`config.mk`:
```
export PLATFORM = sky130hd
export DESIGN_NAME = step_round_sched
export DESIGN_NICKNAME = d
export VERILOG_FILES = /design/src/rtl/step_round_sched.sv
export SDC_FILE = /design/constraint.sdc
export NUM_CORES = 1
export LEC_CHECK = 0
export ABC_AREA = 1
export CAP_MARGIN = 5
export CORE_MARGIN = 5
export CORE_UTILIZATION = 40
export DETAILED_ROUTE_END_ITERATION = 8
export SLEW_MARGIN = 20
export SYNTH_ARGS = -nofsm -noshare
export SYNTH_HDL_FRONTEND = slang
export SYNTH_SLANG_ARGS = --single-unit
```
`constraint.sdc`:
```
create_clock -name clk -period 1.9 [get_ports clk]
set_input_delay 0.285 -clock clk [delete_from_list [all_inputs] [get_ports clk]]
set_output_delay 0.285 -clock clk [all_outputs]
set_load 0.1 [all_outputs]
```
`src/rtl/step_round_sched.sv`:
```
// Round/step sequencer: launches NUM_STEPS step units per round for NUM_ROUNDS rounds,
// ping-ponging the bank selector after each completed step, with a per-step timeout.
module step_round_sched #(
    parameter int unsigned NUM_STEPS  = 5,
    parameter int unsigned NUM_ROUNDS = 24,
    parameter int unsigned TIMEOUT    = 4095
) (
    input  logic       clk,
    input  logic       rst,
    input  logic       start,
    input  logic       abort,
    input  logic       step_done,
    output logic       step_start,
    output logic [2:0] step_sel,
    output logic [4:0] round_idx,
    output logic       bank_sel,
    output logic       busy,
    output logic       done,
    output logic       err
);

    typedef enum logic [2:0] {
        StIdle,
        StLaunch,
        StWait,
        StAdvance,
        StFinish,
        StError
    } state_e;

    localparam logic [2:0]  LAST_STEP  = 3'(NUM_STEPS - 1);
    localparam logic [4:0]  LAST_ROUND = 5'(NUM_ROUNDS - 1);
    localparam logic [11:0] TMO_LAST   = 12'(TIMEOUT - 1);

    state_e      state_q;
    logic [11:0] tmo_cnt_q;

    always_ff @(posedge clk) begin
        if (!rst) begin
            state_q   <= StIdle;
            step_sel  <= '0;
            round_idx <= '0;
            bank_sel  <= 1'b0;
            err       <= 1'b0;
            tmo_cnt_q <= '0;
        end else if (abort && (state_q != StIdle)) begin
            // Abort wins over step_done and timeout; err keeps its value.
            state_q <= StIdle;
        end else begin
            unique case (state_q)
                StIdle: begin
                    if (start) begin
                        step_sel  <= '0;
                        round_idx <= '0;
                        bank_sel  <= 1'b0;
                        err       <= 1'b0;
                        state_q   <= StLaunch;
                    end
                end
                StLaunch: begin
                    tmo_cnt_q <= '0;
                    state_q   <= StWait;
                end
                StWait: begin
                    // Toggling here makes the new bank visible during ADVANCE.
                    if (step_done) begin
                        bank_sel <= ~bank_sel;
                        state_q  <= StAdvance;
                    end else if (tmo_cnt_q == TMO_LAST) begin
                        err     <= 1'b1;
                        state_q <= StError;
                    end else begin
                        tmo_cnt_q <= tmo_cnt_q + 12'd1;
                    end
                end
                StAdvance: begin
                    if (step_sel != LAST_STEP) begin
                        step_sel <= step_sel + 3'd1;
                        state_q  <= StLaunch;
                    end else if (round_idx != LAST_ROUND) begin
                        step_sel  <= '0;
                        round_idx <= round_idx + 5'd1;
                        state_q   <= StLaunch;
                    end else begin
                        state_q <= StFinish;
                    end
                end
                StFinish: state_q <= StIdle;
                StError:  state_q <= StIdle;
                default:  state_q <= StIdle;
            endcase
        end
    end

    always_comb begin
        step_start = (state_q == StLaunch);
        done       = (state_q == StFinish);
        busy       = (state_q != StIdle);
    end

endmodule

```
Word-level counts from Yosys, hierarchy flattened. Index checks and enable logic that the tools add are counted.

Add/subtract/negate cells: 3. Eq/ne operators: 16. Muxes and demuxes: 23. Bitwise gates (word level): 3. Reduce and logical (&&, ||, !) cells: 13.

Operators by type and width (number): 12-bit two-way mux (2); 3-bit two-way mux (8); 12-bit one-hot mux with 2 select lines (1); 5-bit two-way mux (3); 2-bit != test, second input constant (7); 12-bit by 1-bit adder with 12-bit output, second input constant (1); 12-bit equality test, second input constant (1); 3-bit one-hot mux with 4 select lines (1); 4-bit AND reduction (3); 5-bit one-hot mux with 2 select lines (1); 5-bit AND reduction (2); 3-bit != test, second input constant (3); 3-bit by 2-bit equality test with 1-bit output, second input constant (2); 3-bit one-hot mux with 2 select lines (1); 2-bit nonzero test (3); 5-bit by 1-bit adder with 5-bit output, second input constant (1); 5-bit != test, second input constant (1); 1-bit two-way mux (4); 1-bit one-hot mux with 2 select lines (2); 3-bit by 1-bit adder with 3-bit output, second input constant (1); 3-bit by 1-bit equality test with 1-bit output, second input constant (1); 3-bit equality test, second input constant (1); 3-bit zero test (1); 1-bit NOT (3); other kinds (4) (4).

Flip-flop bits (word level): 25. Input bits: 5. Output and inout port bits: 13. Logic and storage cells: 64.

Depth between registers and ports, before layout.
Depth after elaboration: 4. Gate-level depth with buffers: 11. Gate-level depth less buffers: 11.

Least setup slack after synthesis. No wires, ideal clock.

Kind: register to output. From: register state_q[2]. To: output done. Arrival: 2.493 ns. Slack: -0.878 ns. Stages on the path, launching flop included: 3. Path buffers: 0. Path through: dfxtp_1 inv_1 nor3_1.

Word-level cells in the longest chain between the ends: 1.

Ends and longest elaborated chain: from (decl) (line 35) `state_e state_q;`; from (signal assigned) (line 40) `state_q <= StIdle;`; from (signal assigned) (line 48) `state_q <= StIdle;`; from (signal assigned) (line 57) `state_q <= StLaunch;`; 3-bit equality test (line 97) `done = (state_q == StFinish);`; to (decl) (line 18) `output logic done,`.

No other way between the ends.

Worst setup path after layout.
From: register state_q[1]. To: output step_start.

Word-level cells in the longest chain between the ends: 1.

Ends and longest elaborated chain: 3-bit by 1-bit equality test with 1-bit output (line 96) `step_start = (state_q == StLaunch);`; to (decl) (line 13) `output logic step_start,`.

No other way between the ends.

==> impl_results.md <==
* Worst slew pin tran at 0.378 ns
* Syn Inst Count at 252
* Design Area, Final at 1960 µm²
* Vias in the first global route at 1371
* Post-CTS setup buffer count at 0
* Yosys Warn Count at 0
* Via count at 1538
* WHS Path Cells at 2
* Startpoint types: register
* Setup TNS at 0 ns
* Unrepaired setup endpoints after global routing: false
* Clock skew at 0.00380 ns
* Area Overhead vs Synth at 16.7%
* CTS Sinks at 25
* Initial antenna violation count at 0
* Worst setup EP type: output port
* CTS tree: done
* Worst-path maximum fanout at 5
* Clock Tree Buf Depth at 2
* Nets at 282
* Final Hold Fails at 0
* Vias per inst at 4.79
* Fmax at 600 MHz
* Setup Crit Path Kind: reg2out
* Net count after synthesis at 262
* GR peak layer: met2
* WL per Instance at 11.5 µm
* Post-synth ARST share at 0
* Crit path DAT at 1.38 ns
* DR DRC count at 0
* Clock Latency Late Sink at 0.27 ns
* Core Util, Final at 0.486
* CTS H-tree lvls at 1
* Period utilization at 0.878
* FF-to-FF path depth at 9
* Max Cap Violations at 0
* I/O Buffers at 17
* Post-DP HPWL at 2830 µm
* Layout cells sized above 1 at 0.210
* CTS root buf: clkbuf_8
* Placed Instance Area at 1910 µm²
* GRT overflow at 0
* All-layer global routing usage at 0.144
* Cell Pwr Density at 1270 nW/µm²
* Slew headroom at 0.747
* CTS Buf Count at 3
* CP max stage delay at 0.49 ns
* DIE HEIGHT at 74.8 µm
* Maximum VDD drop at 0.600 mV
* Critical path's slowest cell: dfxtp_1
* Grt met2 use at 0.215
* Post-synth EDFFs at 0
* M1 GR Usage at 0.214
* Setup-failing EPs final at 0
* Yosys reg bits at 25
* Filler cell count in the final layout at 402
* IO Pins at 18
* Cell taking the most area after synthesis: dfxtp_1
* Routed WL at 3710 µm
* Unique masters post-synth at 29
* Post-synthesis cell area at 1680 µm²
* Routability cong. at 0.876
* Initial Util at 0.417
* DRT antenna net count at 0
* First-pass GRT wire length at 6360 µm
* Die area at 5590 µm²
* ANT cells at 0
* Min Tclk post-route at 1.67 ns
* Core area at 4030 µm²
* Syn avg cell area at 6.66 µm²
* Primary FF master, synth: dfxtp_1
* Register area share after synthesis at 0.298
* CP Cell Sequence: inv_2, nand3_1, inv_1, buf_12
* Clock-pin slew on the worst setup and hold paths at 0.10 ns
* Largest net degree at the start of global routing at 15
* Most numerous cell in the Yosys netlist: nand2_1
* Critical Path RT at 1.62 ns
* Hold Crit Class: reg2reg
* Status: complete, no violations
* CTS Hold Bufs at 0
* Met3 Use GR at 0.0174
* Initial DRC count at 106
* Commonest cells post-synth: 58 x nand2_1, 40 x nor2_1, 31 x inv_1, 25 x dfxtp_1, 22 x nand3_1
* Share of the synthesized area in the top cell type at 0.298
* Die X at 74.8 µm
* Detailed Routing Iterations Pass 1 at 4
* Post-CTS Resized at 0
* Synth top area cells: dfxtp_1 30%, nand2_1 13%, nor2_1 8.9%
* Max-slew violations at 0
* Pleak at 0.869 nW
* Rows at 23
-- through the flow --
stage                     cells  hold slack (ns)  total power, mW  worst slack (ns)
after floorplan             252            0.462             1.89           -0.0168
after global placement      317            0.473             2.17             0.254
after detailed placement    317            0.470             2.18             0.265
after CTS                   321            0.493             2.51             0.214
after global routing        321            0.542             2.66            0.0499
final                       321            0.484             2.49             0.233
-- cell type report --
class / count / area [µm²] / area share
multi-input combinational: 189 / 1020 / 0.520
tap: 50 / 62.6 / 0.0319
clock inverter: 1 / 5.00 / 0.00255
timing repair buffer: 19 / 190 / 0.0971
sequential: 25 / 509 / 0.260
clock buffer: 3 / 41.3 / 0.0211
inverter: 34 / 133 / 0.0677
-- layer usage --
| layer | up-vias | part of all wire |
|---|---|---|
| li1 | 842 | - |
| met1 | 672 | 0.54 |
| met2 | 20 | 0.42 |
| met3 | 4 | 0.026 |
| met4 | 0 | 0.010 |
| met5 | - | 0 |
-- registers in the layout, summed over array words and instances (netlist names) --
register	flops
err	1
tmo_cnt_q	12
round_idx	5
state_q	3
step_sel	3
bank_sel	1
-- power breakdown --
part           total (mW)  switching, mW  internal, mW  leakage [nW]
Clock               0.333          0.186         0.147        0.0255
Sequential          0.748          0.110         0.638         0.207
Combinational        1.41           1.02         0.390         0.637
-- worst paths after layout --
check	slack, ns	to	from
setup / recovery	0.23	step_start	state_q[1]
setup reg to reg	0.30	tmo_cnt_q[10]	tmo_cnt_q[8]
hold / removal	0.48	err	err
hold reg to reg	0.48	err	err
-- logic make-up after synthesis --
logic type	count (synthesis)	synth area share
AOI/OAI and AO/OA	29	0.0954
adders and majority gates	5	0.0373
buffers and inverters	38	0.0984
DFF	25	0.298
and+or+nand+nor	155	0.471
-- worst max-delay path, delay by kind of cell, from the launching register on --
kind | cells | cell delay, ns
buf+inv | 3 | 0.41
flops | 1 | 0.49
simple gates | 1 | 0.22
-- cell usage in the layout (no fill, tap or decap), types with 6 or more instances in the layout --
cell      n
inv_1    31
dfxtp_1  18
buf_4    12
dfxtp_2   7
nand2_4   6
nand3_1  22
o21ai_0   8
a21oi_1  11
nand3_2   9
nand2_1  58
nor2_1   40
(Power assumes the default switching activity.)
